**config.mk**
```make
export PLATFORM = sky130hd
export DESIGN_NAME = register_dirty_encoder
export DESIGN_NICKNAME = d
export VERILOG_FILES = /design/src/rtl/register_dirty_encoder.sv
export SDC_FILE = /design/constraint.sdc
export NUM_CORES = 1
export LEC_CHECK = 0
export BUFFER_PORTS_ARGS = -buffer_cell sky130_fd_sc_hd__buf_2
export CAP_MARGIN = 5
export CORE_ASPECT_RATIO = 1.4
export CORE_MARGIN = 5
export CORE_UTILIZATION = 30
export CTS_CLUSTER_SIZE = 20
export DETAILED_ROUTE_END_ITERATION = 8
export SLEW_MARGIN = 20
export SYNTH_ARGS = -nofsm -noshare
export SYNTH_HDL_FRONTEND = slang
export SYNTH_SLANG_ARGS = --single-unit
export TNS_END_PERCENT = 50
```
**constraint.sdc**
```tcl
create_clock -name clk -period 3.5 [get_ports clk]
set_input_delay 1.05 -clock clk [delete_from_list [all_inputs] [get_ports clk]]
set_output_delay 1.05 -clock clk [all_outputs]
set_load 0.02 [all_outputs]
```
**src/rtl/register_dirty_encoder.sv**
```systemverilog
// register_dirty_encoder: tracks which architectural registers have been
// written (dirty set) from the one-hot write-select vector, and on request
// streams the dirty indices out lowest-first over a valid/ready handshake.
module register_dirty_encoder #(
  parameter int N_REGS      = 32,
  parameter int INDEX_WIDTH = 5,
  parameter int MASK_ZERO   = 1
) (
  input  logic                   clk,
  input  logic                   reset,
  input  logic                   write_enable_i,
  input  logic [N_REGS-1:0]      select_register_i,
  input  logic                   clear_all_i,
  input  logic                   scan_start_i,
  output logic [INDEX_WIDTH-1:0] index_o,
  output logic                   index_valid_o,
  input  logic                   index_ready_i,
  output logic                   scan_busy_o,
  output logic                   scan_done_o,
  output logic [N_REGS-1:0]      dirty_o,
  output logic                   onehot_error_o
);

  // Pointer is one bit wider than an index so last-index+1 does not wrap.
  localparam int PW = INDEX_WIDTH + 1;

  // Bit 0 ($zero) is removed from the settable set when MASK_ZERO is 1.
  localparam logic [N_REGS-1:0] WRITE_MASK = {{(N_REGS-1){1'b1}}, (MASK_ZERO == 0)};

  typedef enum logic [1:0] {
    S_IDLE   = 2'd0,
    S_SEARCH = 2'd1,
    S_OFFER  = 2'd2,
    S_DONE   = 2'd3
  } state_t;

  state_t                 state_q, state_d;
  logic [PW-1:0]          ptr_q, ptr_d;
  logic [N_REGS-1:0]      dirty_q, dirty_d;
  logic [INDEX_WIDTH-1:0] index_q, index_d;
  logic                   valid_q, valid_d;
  logic                   err_q, err_d;

  logic [N_REGS-1:0]      at_or_above_ptr;
  logic [N_REGS-1:0]      candidates;
  logic                   found;
  logic [INDEX_WIDTH-1:0] found_idx;
  logic                   sel_onehot;
  logic                   accept;

  // A select is one-hot when it is non-zero and has only one bit set.
  assign sel_onehot = (select_register_i != '0) &&
                      ((select_register_i & (select_register_i - N_REGS'(1))) == '0);

  assign accept = (state_q == S_OFFER) && index_ready_i;

  // Per-bit window: only indices at or above the scan pointer are eligible.
  for (genvar gi = 0; gi < N_REGS; gi++) begin : g_window
    assign at_or_above_ptr[gi] = (ptr_q <= PW'(gi));
  end

  assign candidates = dirty_q & at_or_above_ptr;

  // Priority encoder: lowest eligible dirty index (iterate high to low).
  always_comb begin
    found     = 1'b0;
    found_idx = '0;
    for (int i = N_REGS - 1; i >= 0; i--) begin
      if (candidates[i]) begin
        found     = 1'b1;
        found_idx = INDEX_WIDTH'(i);
      end
    end
  end

  // Dirty set and error flag next state; a same-cycle write beats the accept-clear.
  always_comb begin
    dirty_d = dirty_q;
    err_d   = err_q;
    if (clear_all_i) begin
      dirty_d = '0;
      err_d   = 1'b0;
    end else begin
      if (accept) begin
        dirty_d[index_q] = 1'b0;
      end
      if (write_enable_i) begin
        if (sel_onehot) begin
          dirty_d = dirty_d | (select_register_i & WRITE_MASK);
        end else begin
          err_d = 1'b1;
        end
      end
    end
  end

  // Scan FSM next state, pointer and offered index.
  always_comb begin
    state_d = state_q;
    ptr_d   = ptr_q;
    index_d = index_q;
    valid_d = valid_q;
    if (clear_all_i) begin
      state_d = S_IDLE;
      valid_d = 1'b0;
    end else begin
      case (state_q)
        S_IDLE: begin
          if (scan_start_i) begin
            state_d = S_SEARCH;
            ptr_d   = '0;
          end
        end
        S_SEARCH: begin
          if (found) begin
            index_d = found_idx;
            valid_d = 1'b1;
            state_d = S_OFFER;
          end else begin
            state_d = S_DONE;
          end
        end
        S_OFFER: begin
          if (index_ready_i) begin
            valid_d = 1'b0;
            ptr_d   = {1'b0, index_q} + PW'(1);
            if (index_q == INDEX_WIDTH'(N_REGS - 1)) begin
              state_d = S_DONE;
            end else begin
              state_d = S_SEARCH;
            end
          end
        end
        S_DONE: begin
          state_d = S_IDLE;
        end
        default: begin
          state_d = S_IDLE;
        end
      endcase
    end
  end

  // State registers with synchronous reset overriding everything.
  always_ff @(posedge clk) begin
    if (reset) begin
      state_q <= S_IDLE;
      ptr_q   <= '0;
      dirty_q <= '0;
      index_q <= '0;
      valid_q <= 1'b0;
      err_q   <= 1'b0;
    end else begin
      state_q <= state_d;
      ptr_q   <= ptr_d;
      dirty_q <= dirty_d;
      index_q <= index_d;
      valid_q <= valid_d;
      err_q   <= err_d;
    end
  end

  assign index_o        = index_q;
  assign index_valid_o  = valid_q;
  assign scan_busy_o    = (state_q != S_IDLE);
  assign scan_done_o    = (state_q == S_DONE);
  assign dirty_o        = dirty_q;
  assign onehot_error_o = err_q;

endmodule

```
Yosys cells after proc, flatten, opt, wreduce, memory -nomap -nowiden
Index checks and enable logic that the tools add are counted.
Word-level totals
  flip-flop bits (word level): 47
  input bits: 38
  word-level logic and storage cells: 152
Operators by class
  add/subtract/negate cells: 2
  order comparisons: 34
  eq/ne operators: 7
  multiplexer cells: 81
  bitwise operators: 7
  reduce and logical (&&, ||, !) cells: 15
Operator list (number)
  5-bit two-way mux: 32
  32-bit two-way mux: 4
  32-bit bitwise AND: 3
  6-bit by 5-bit less-or-equal comparator with 1-bit output (second input constant): 16
  6-bit by 4-bit less-or-equal comparator with 1-bit output (second input constant): 8
  1-bit two-way mux: 36
  32-bit zero test: 1
  32-bit inverter: 1
  32-bit OR: 1
  32-bit nonzero test: 1
  32-bit by 1-bit subtractor with 32-bit output (second input constant): 1
  6-bit by 3-bit less-or-equal comparator with 1-bit output (second input constant): 4
  6-bit by 1-bit less-or-equal comparator with 1-bit output (second input constant): 2
  6-bit by 2-bit less-or-equal comparator with 1-bit output (second input constant): 2
  6-bit two-way mux: 2
  6-bit one-hot mux with 2 select lines: 1
  2-bit one-hot mux with 4 select lines: 1
  5-bit by 1-bit adder with 6-bit output (second input constant): 1
  5-bit by 6-bit less-than comparator with 1-bit output (second input constant): 1
  2-bit two-way mux: 3
  2-bit inequality test (second input constant): 3
  3-bit AND reduction: 2
  2-bit nonzero test: 3
  1-bit demux with 5-bit select: 1
  11 further kinds: 16

Logic depth before layout (Yosys ltp)
Gate-level depths: netlist of run 1.
  word-level depth: 36
  mapped depth: 9
  depth with buffers taken out: 7

Least setup slack after synthesis of run 1
Ideal clock, no wire load.
  kind: input to register
  from: input port select_register_i[12]
  to: register dirty_q[5] (netlist: dirty_o[5])
  library setup time: 0.059 ns
  arrival time: 2.731 ns
  data required time: 3.441 ns
  slack: 0.709 ns
  cell stages on the path: 8
  path through: or3_4 -> nor3_4 -> nand4_1 -> a211o_1 -> a211oi_2 -> buf_6 -> nand3_2 -> nand2_1
On the way
  word-level cells in the longest chain between the ends: 6
  elaborated cells between the ends (all ways): 7
RTL lines
  from (decl): line 12  | input logic [N_REGS-1:0] select_register_i,
  32-bit by 1-bit subtractor with 32-bit output: line 53  | ((select_register_i & (select_register_i - N_REGS'(1))) == '0);
  32-bit bitwise AND: line 53
  32-bit zero test: line 53
  1-bit logical AND (*): line 52  | assign sel_onehot = (select_register_i != '0) &&
  32-bit two-way mux (*): line 88  | if (sel_onehot) begin
  32-bit two-way mux (*): line 87  | if (write_enable_i) begin
  to (signal assigned): line 156  | dirty_q <= dirty_d;
  to (decl): line 39  | logic [N_REGS-1:0] dirty_q, dirty_d;
Mark *: on every way between the ends. The rest lies on a longest branch, timed or not.
A chain may end at the register's enable or synchronous reset.

Worst setup path in the final report of run 1
  from: input port select_register_i[8]
  to: register dirty_q[13] (netlist: dirty_o[13])
The elaborated chain is that of the path after synthesis.

==> flow_metrics.py, run 1 <==
metrics = {
    "final_layout": {
        "multi_input_area_um2": 2360,
        "final_cell_mix": "78 x buf_2, 58 x nand2_1, 47 x dfxtp_1",
        "nNetsFinal": 566,
        "n_antenna_cell": 0,
        "syn_to_final_growth_pct": 19.5,
        "final_layout_size_suffix_gt1_share_pct": 25.4,
        "nFillCells": 1262,
        "regArea_um2": 941,
        "final_common_cell": "buf_2",
    },
    "setup_path": {
        "r2r_end": "index_o[1]$_SDFFE_PP0P_",
        "cp_num_buf_inv": 2,
        "startpoint": "select_register_i[8]",
        "cpPeakStageDelay_ns": 0.38,
        "critPathLaunchType": "input port",
        "r2r.worst_path.cells": 8,
        "r2r_start": "ptr_q[1]$_SDFFE_PP0P_",
        "endpoint_kind": "flop",
        "cpLargestDelayFamily": "simple AND/OR/NAND/NOR gates",
        "crit_path_cell_trace": "buf_2 -> or2_1 -> nor4_2 -> nand4_1 -> a211o_1 -> a211oi_4 -> buf_12 -> nand3_1 -> nand2_1",
        "rrSetupSlack_ns": 0.66,
        "crit_arrival_ns": 3.11,
        "crit_required_ns": 3.73,
        "worstPathMaxFanout": 31,
        "crit_slowest_cell": "a211o_1",
        "path_class": "in2reg",
    },
    "grt": {
        "grt_pass1_wl_um": 20300,
        "grt_overflow": 0,
        "grt_pass1_vias": 3846,
        "grt_max_degree": 33,
        "antenna_found_initial": 0,
        "grt_usage_pct": 18.2,
    },
    "placed_design": {
        "place_ws_ns": 0.354,
        "portBuffers": 78,
        "hpwl_um": 10000,
        "place_congestion": 0.942,
    },
    "logic_synthesis": {
        "synth-edff-count": 0,
        "ys_seq_area_share_pct": 26.8,
        "ys.flop_type": "dfxtp_1",
        "yosys_warnings": 0,
        "ys_types": 72,
        "yosysTopAreaCellShare_pct": 26.8,
        "yosys.area.top_type": "dfxtp_1",
        "synth-async-reset-ratio_pct": 0,
        "ys_ff_latch": 47,
        "syn-mean-instance-area_um2": 7.74,
        "synth_nets": 496,
        "syn_area_um2": 3500,
        "postSynthCellCount": 453,
        "synth_area_leaders": "dfxtp_1 27%, o211ai_1 7.7%, nand2_1 6.2%",
    },
    "sta": {
        "min_period_ns": 2.88,
        "setup_viol": 0,
        "worst_pin_slew_ns": 0.697,
        "hold_viol": 0,
        "fin_crit_sh_pct": 82.2,
        "slew_headroom_pct": 53.5,
        "rsz0062_at_grt": "false",
        "skew_ns": 0.00482,
        "fin_setup_tns_ns": 0,
        "fmax_mhz": 347,
        "finalWorstSetupSlack_ns": 0.622,
        "drv_slew": 0,
    },
    "clock_tree": {
        "cts_hold_buf": 0,
        "clkSinkCount": 47,
        "numCtsBuffers": 5,
        "clk_path_buf_depth": 2,
        "htreeDepth": 2,
        "cts.clk_slew.worst_paths_ns": 0.07,
        "cts_tree": "built",
        "cts_resized": 0,
        "ctsRootBufferMaster": "clkbuf_16",
        "cts_setup_buffers": 0,
        "clock_latency_ns": 0.29,
    },
    "pwr": {
        "power_density_nw_per_um2": 268,
        "pwr-share-comb_pct": 7.7,
        "swShare_pct": 23.7,
        "p_switching_w": 0.000266,
        "power.internal_w": 0.000855,
        "p_clk_share_pct": 44.3,
        "vdd_drop_max_mv": 0.159,
        "pwr-share-seq_pct": 48.0,
        "power.leakage_nw": 1.72,
    },
    "detailed_routing": {
        "avgViaCountPerCell": 5.91,
        "drc_errors": 0,
        "vias": 3947,
        "totalWireLength_um": 12600,
        "postRouteAntennaNets": 0,
        "firstDrtPassIters": 5,
        "wl_per_cell_um": 18.8,
        "drt_iter0_markers": 323,
    },
    "hold_path": {
        "whs_endpoint": "dirty_o[21]$_SDFF_PP0_",
        "whs_path_depth": 2,
        "hp-class": "reg2reg",
        "hp-start": "dirty_o[21]$_SDFF_PP0_",
    },
    "die": {
        "die-width_um": 101,
        "rows": 46,
        "die_height_um": 138,
        "start_util_pct": 30.8,
        "num_io_pins": 79,
        "core_um2": 11400,
        "dieArea_um2": 14000,
    },
    "status": {
        "status": "finished clean",
    },
    "flow_run": {
        "maxCapViolations": 0,
    },
}
-- worst reg2reg max path: cells and delay by family, from the launching register on --
family | cells | cell delay (ns)
buffers and inverters | 1 | 0.27
DFF | 1 | 0.77
and+or+nand+nor | 1 | 0.14
AOI/OAI and AO/OA | 6 | 1.54
-- state kept, by name (all words and copies together), names as in the netlist --
| register | flops |
|---|---|
| ptr_q | 6 |
| dirty_o | 32 |
| state_q | 2 |
| index_o | 5 |
| index_valid_o | 1 |
| onehot_error_o | 1 |
-- per-stage QoR --
| step | hold slack [ns] | total power [W] | instances | cell area [um^2] | util, % |
|---|---|---|---|---|---|
| finish | 0.504 | 0.00112 | 668 | 4190 | 36.7 |
| floorplan | 0.555 | 0.000586 | 453 | 3500 | - |
| detailed placement | 0.507 | 0.000637 | 660 | 4030 | 35.4 |
| global route | 0.551 | 0.00116 | 668 | 4190 | 36.7 |
| CTS | 0.518 | 0.00113 | 668 | 4190 | 36.7 |
| global placement | 0.476 | 0.000635 | 660 | 4030 | 35.4 |
-- synth_stat cells, types with 5 or more instances --
cell / number
a31oi_1: 7
dfxtp_1: 47
a22oi_1: 10
inv_1: 17
o211ai_1: 36
nor3_1: 7
o21ai_0: 17
nor2_1: 29
nand2b_1: 10
nand4_1: 7
nor2b_1: 5
o21a_1: 5
buf_4: 5
a211oi_1: 7
clkbuf_1: 10
nand3_2: 10
or3_1: 6
nor4_1: 5
nand2_1: 58
ha_1: 5
a21oi_1: 17
buf_2: 5
and3_1: 8
nand3_1: 31
-- cell type report --
type	count	share of cell area, %
Clock buffer	6	3.32
Clock inverter	2	0.388
Inverter	19	1.70
Multi-Input combinational cell	363	56.3
Sequential cell	47	22.5
Tap cell	144	4.30
Timing Repair Buffer	87	11.5
-- cells by family (layout without fill, tap and decap cells) --
| logic type | after synthesis | in the layout | synth area share (%) |
|---|---|---|---|
| muxes | 2 | 2 | 0.571 |
| adders and majority gates | 9 | 9 | 2.96 |
| AOI/OAI and AO/OA | 148 | 148 | 31.6 |
| xor gates and xnor gates | 3 | 3 | 0.750 |
| buffers and inverters | 43 | 114 | 6.18 |
| and+or+nand+nor | 201 | 201 | 31.1 |
| DFF | 47 | 47 | 26.8 |
-- power groups by stage --
stage	registers, W	logic (W)	clock network, W
floorplan	0.000550	0.0000362	0
global placement	0.000551	0.0000846	0
detailed placement	0.000551	0.0000861	0
CTS	0.000538	0.0000866	0.000502
global route	0.000538	0.0000959	0.000523
finish	0.000538	0.0000867	0.000496
-- worst max path at each step --
stage,endpoint,slack (ns),cells after the start
floorplan,dirty_o[5]$_SDFF_PP0_,0.71,8
global placement,dirty_o[20]$_SDFF_PP0_,0.40,9
detailed placement,dirty_o[20]$_SDFF_PP0_,0.35,9
CTS,dirty_o[20]$_SDFF_PP0_,0.65,9
global route,dirty_o[13]$_SDFF_PP0_,0.42,9
finish,dirty_o[13]$_SDFF_PP0_,0.62,9
-- routing by layer --
metal | wire length, um | GRT usage, %
met1 | 5070 | 21.4
met4 | 339 | 6.95
met3 | 633 | 2.72
met5 | 0 | 0
met2 | 6540 | 33.0
Note: power is estimated with default switching activity, not from simulation.
==> inputs of run 2 (changes only) <==
--- a/config.mk
+++ b/config.mk
@@ -5,6 +5,7 @@
 export SDC_FILE = /design/constraint.sdc
 export NUM_CORES = 1
 export LEC_CHECK = 0
+export ABC_AREA = 1
 export BUFFER_PORTS_ARGS = -buffer_cell sky130_fd_sc_hd__buf_2
 export CAP_MARGIN = 5
 export CORE_ASPECT_RATIO = 1.4
==> constraint.sdc (replaced) <==
create_clock -name clk -period 2.89 [get_ports clk]
set_input_delay 0.867 -clock clk [delete_from_list [all_inputs] [get_ports clk]]
set_output_delay 0.867 -clock clk [all_outputs]
set_load 0.02 [all_outputs]
==> flow_metrics.py, run 2 <==
metrics = {
    "setup_path": {
        "crit_path_cell_trace": "buf_6 -> nor2_4 -> nand2_2 -> nor2_4 -> nand2_2 -> inv_2 -> buf_4 -> nand2_1 -> o21a_1 -> a221oi_1 -> nand3_2 -> a2111oi_4 -> nand3_2 -> clkinv_4 -> clkbuf_16 -> nand3_2 -> a21oi_1",
        "crit_top_cell": "nand3_2",
        "worstPathMaxFanout": 5,
        "critPathLaunchType": "input port",
        "r2r_end": "index_o[0]$_SDFFE_PP0P_",
        "crit_required_ns": 3.12,
        "endpoint_kind": "flop",
        "crit_arrival_ns": 3.30,
        "r2r.worst_path.cells": 31,
        "path_class": "in2reg",
        "r2r_start": "ptr_q[1]$_SDFFE_PP0P_",
        "crit_slowest_cell": "a2111oi_4",
        "cpLargestDelayFamily": "compound AO/OA/AOI/OAI gates",
        "cpPeakStageDelay_ns": 0.36,
        "cp_num_buf_inv": 5,
        "rrSetupSlack_ns": 0.25,
    },
    "hold_path": {
        "whs_path_depth": 2,
        "hp-start": "onehot_error_o$_SDFFE_PP0P_",
        "hp-class": "reg2reg",
        "whs_endpoint": "onehot_error_o$_SDFFE_PP0P_",
    },
    "logic_synthesis": {
        "yosysTopAreaCellShare_pct": 29.3,
        "ys_seq_area_share_pct": 29.3,
        "ys.flop_type": "dfxtp_1",
        "synth_nets": 538,
        "synth_area_leaders": "dfxtp_1 29%, nand2_1 13%, o21ai_0 7.3%",
        "synth-async-reset-ratio_pct": 0,
        "syn_area_um2": 3210,
        "synthMostInstantiatedCell": "nand2_1",
        "syn-mean-instance-area_um2": 6.49,
        "ys_ff_latch": 47,
        "synth-edff-count": 0,
        "postSynthCellCount": 495,
        "yosys.area.top_type": "dfxtp_1",
        "yosys_warnings": 0,
        "ys_types": 43,
        "yosys-top-cells-count": "109 x nand2_1, 56 x nor2_1, 54 x inv_1",
    },
    "detailed_routing": {
        "totalWireLength_um": 11600,
        "drt_iter0_markers": 234,
        "wl_per_cell_um": 15.4,
        "postRouteAntennaNets": 0,
        "avgViaCountPerCell": 5.09,
        "vias": 3850,
        "firstDrtPassIters": 4,
        "drc_errors": 0,
    },
    "sta": {
        "fmax_mhz": 325,
        "drv_slew": 0,
        "finalWorstSetupSlack_ns": -0.186,
        "skew_ns": 0.00659,
        "worst_pin_slew_ns": 0.711,
        "slew_headroom_pct": 52.6,
        "rsz0062_at_grt": "true",
        "min_period_ns": 3.08,
        "fin_crit_sh_pct": 106,
        "setup_viol": 32,
        "hold_viol": 0,
    },
    "pwr": {
        "pwr-share-comb_pct": 11.7,
        "power_density_nw_per_um2": 331,
        "pwr-share-seq_pct": 44.4,
        "swShare_pct": 23.9,
        "power.internal_w": 0.00113,
        "p_clk_share_pct": 43.9,
        "vdd_drop_max_mv": 0.194,
        "power.leakage_nw": 1.94,
        "p_switching_w": 0.000354,
    },
    "status": {
        "violations": "setup timing",
        "status": "finished, violations left",
    },
    "clock_tree": {
        "cts.clk_slew.worst_paths_ns": 0.06,
        "clkSinkCount": 47,
        "clk_path_buf_depth": 2,
        "htreeDepth": 2,
        "ctsRootBufferMaster": "clkbuf_16",
        "cts_tree": "built",
        "numCtsBuffers": 5,
        "cts_hold_buf": 0,
        "clock_latency_ns": 0.29,
    },
    "flow_run": {
        "maxCapViolations": 0,
    },
    "final_layout": {
        "syn_to_final_growth_pct": 39.4,
        "nNetsFinal": 662,
        "final_layout_size_suffix_gt1_share_pct": 32.0,
        "nFillCells": 1079,
        "design_area_um2": 4480,
        "n_antenna_cell": 0,
        "final_common_cell": "nand2_1",
        "final_cell_mix": "106 x nand2_1, 76 x buf_2, 50 x inv_1",
        "largest_reg_flops": 32,
    },
    "placed_design": {
        "place_congestion": 0.940,
        "portBuffers": 78,
        "place_ws_ns": -0.463,
        "hpwl_um": 9230,
        "place_area_um2": 4070,
    },
    "die": {
        "num_io_pins": 79,
        "die-width_um": 97.4,
        "start_util_pct": 30.9,
        "rows": 44,
        "die_height_um": 132,
        "dieArea_um2": 12900,
        "core_um2": 10400,
    },
    "grt": {
        "grt_max_degree": 35,
        "antenna_found_initial": 0,
        "grt_pass1_wl_um": 17900,
        "grt_pass1_vias": 3769,
        "grt_usage_pct": 17.0,
        "grt_overflow": 0,
    },
}
==> run 2: cells by family (layout without fill, tap and decap cells) <==
| group | count (synthesis) | after routing | share of synthesized area [%] |
|---|---|---|---|
| buf+inv | 69 | 193 | 9.35 |
| compound gates | 134 | 134 | 24.4 |
| fa+ha+maj | 5 | 5 | 1.95 |
| flops | 47 | 47 | 29.3 |
| simple gates | 240 | 240 | 35.0 |
==> run 2: area by class of cell <==
type                            instances  area [um^2]  area share, %
Clock buffer                            6          129           2.88
Inverter                               55          211           4.72
Clock inverter                          1         30.0          0.671
Multi-Input combinational cell        379         2120           47.5
Sequential cell                        47          943           21.1
Timing Repair Buffer                  131          865           19.3
Tap cell                              138          173           3.86
==> run 2: power by group through the flow <==
stage / registers, W / logic [W] / clock network, W
after floorplan: 0.000669 / 0.0000666 / 0
after global placement: 0.000672 / 0.000159 / 0
after detailed placement: 0.000671 / 0.000160 / 0
after CTS: 0.000657 / 0.000162 / 0.000655
after global routing: 0.000658 / 0.000189 / 0.000681
final: 0.000658 / 0.000173 / 0.000650
==> run 2: worst max-delay path by stage <==
stage                               start                     end  slack [ns]  cells past startpoint
CTS                  select_register_i[5]   dirty_o[7]$_SDFF_PP0_       -0.14                     17
global route         select_register_i[0]  dirty_o[13]$_SDFF_PP0_       -0.43                     20
floorplan            select_register_i[1]  dirty_o[31]$_SDFF_PP0_        0.03                     19
finish               select_register_i[0]  dirty_o[29]$_SDFF_PP0_       -0.19                     17
detailed placement  select_register_i[11]   dirty_o[7]$_SDFF_PP0_       -0.46                     17
global placement     select_register_i[5]  dirty_o[31]$_SDFF_PP0_       -0.41                     17
==> run 2: layer usage <==
metal | GRT usage, % | vias to the layer above | part of all wire [%]
met4 | 8.47 | 0 | 3.8
met5 | 0 | - | 0
met2 | 32.9 | 92 | 55
met1 | 17.7 | 1789 | 38
met3 | 1.85 | 28 | 2.9
li1 | - | 1941 | -
==> run 2: through the flow <==
step	utilization, %	instances	setup TNS (ns)	hold slack (ns)	power (W)
2_1_floorplan	-	495	0	0.467	0.000735
3_3_place_gp	39.1	744	-11.89	0.452	0.000830
6_report	43.0	757	-5.19	0.467	0.00148
3_5_place_dp	39.1	744	-13.53	0.456	0.000832
5_1_grt	43.0	757	-12.72	0.499	0.00153
4_1_cts	40.9	753	-3.40	0.472	0.00147
==> run 2: repair_timing <==
| item | in CTS | in global routing |
|---|---|---|
| setup buffers | 2 | 1 |
| setup endpoints to repair | 32 | 36 |
| pin swaps | 0 | 10 |
| resized for setup | 4 | 41 |
| cloned | 0 | 3 |
==> run 2: worst min-delay path, stage by stage, from the launching register on <==
cell and delay (ns):
dfxtp_1 0.33, a21oi_1 0.04, nor2_1 0.07
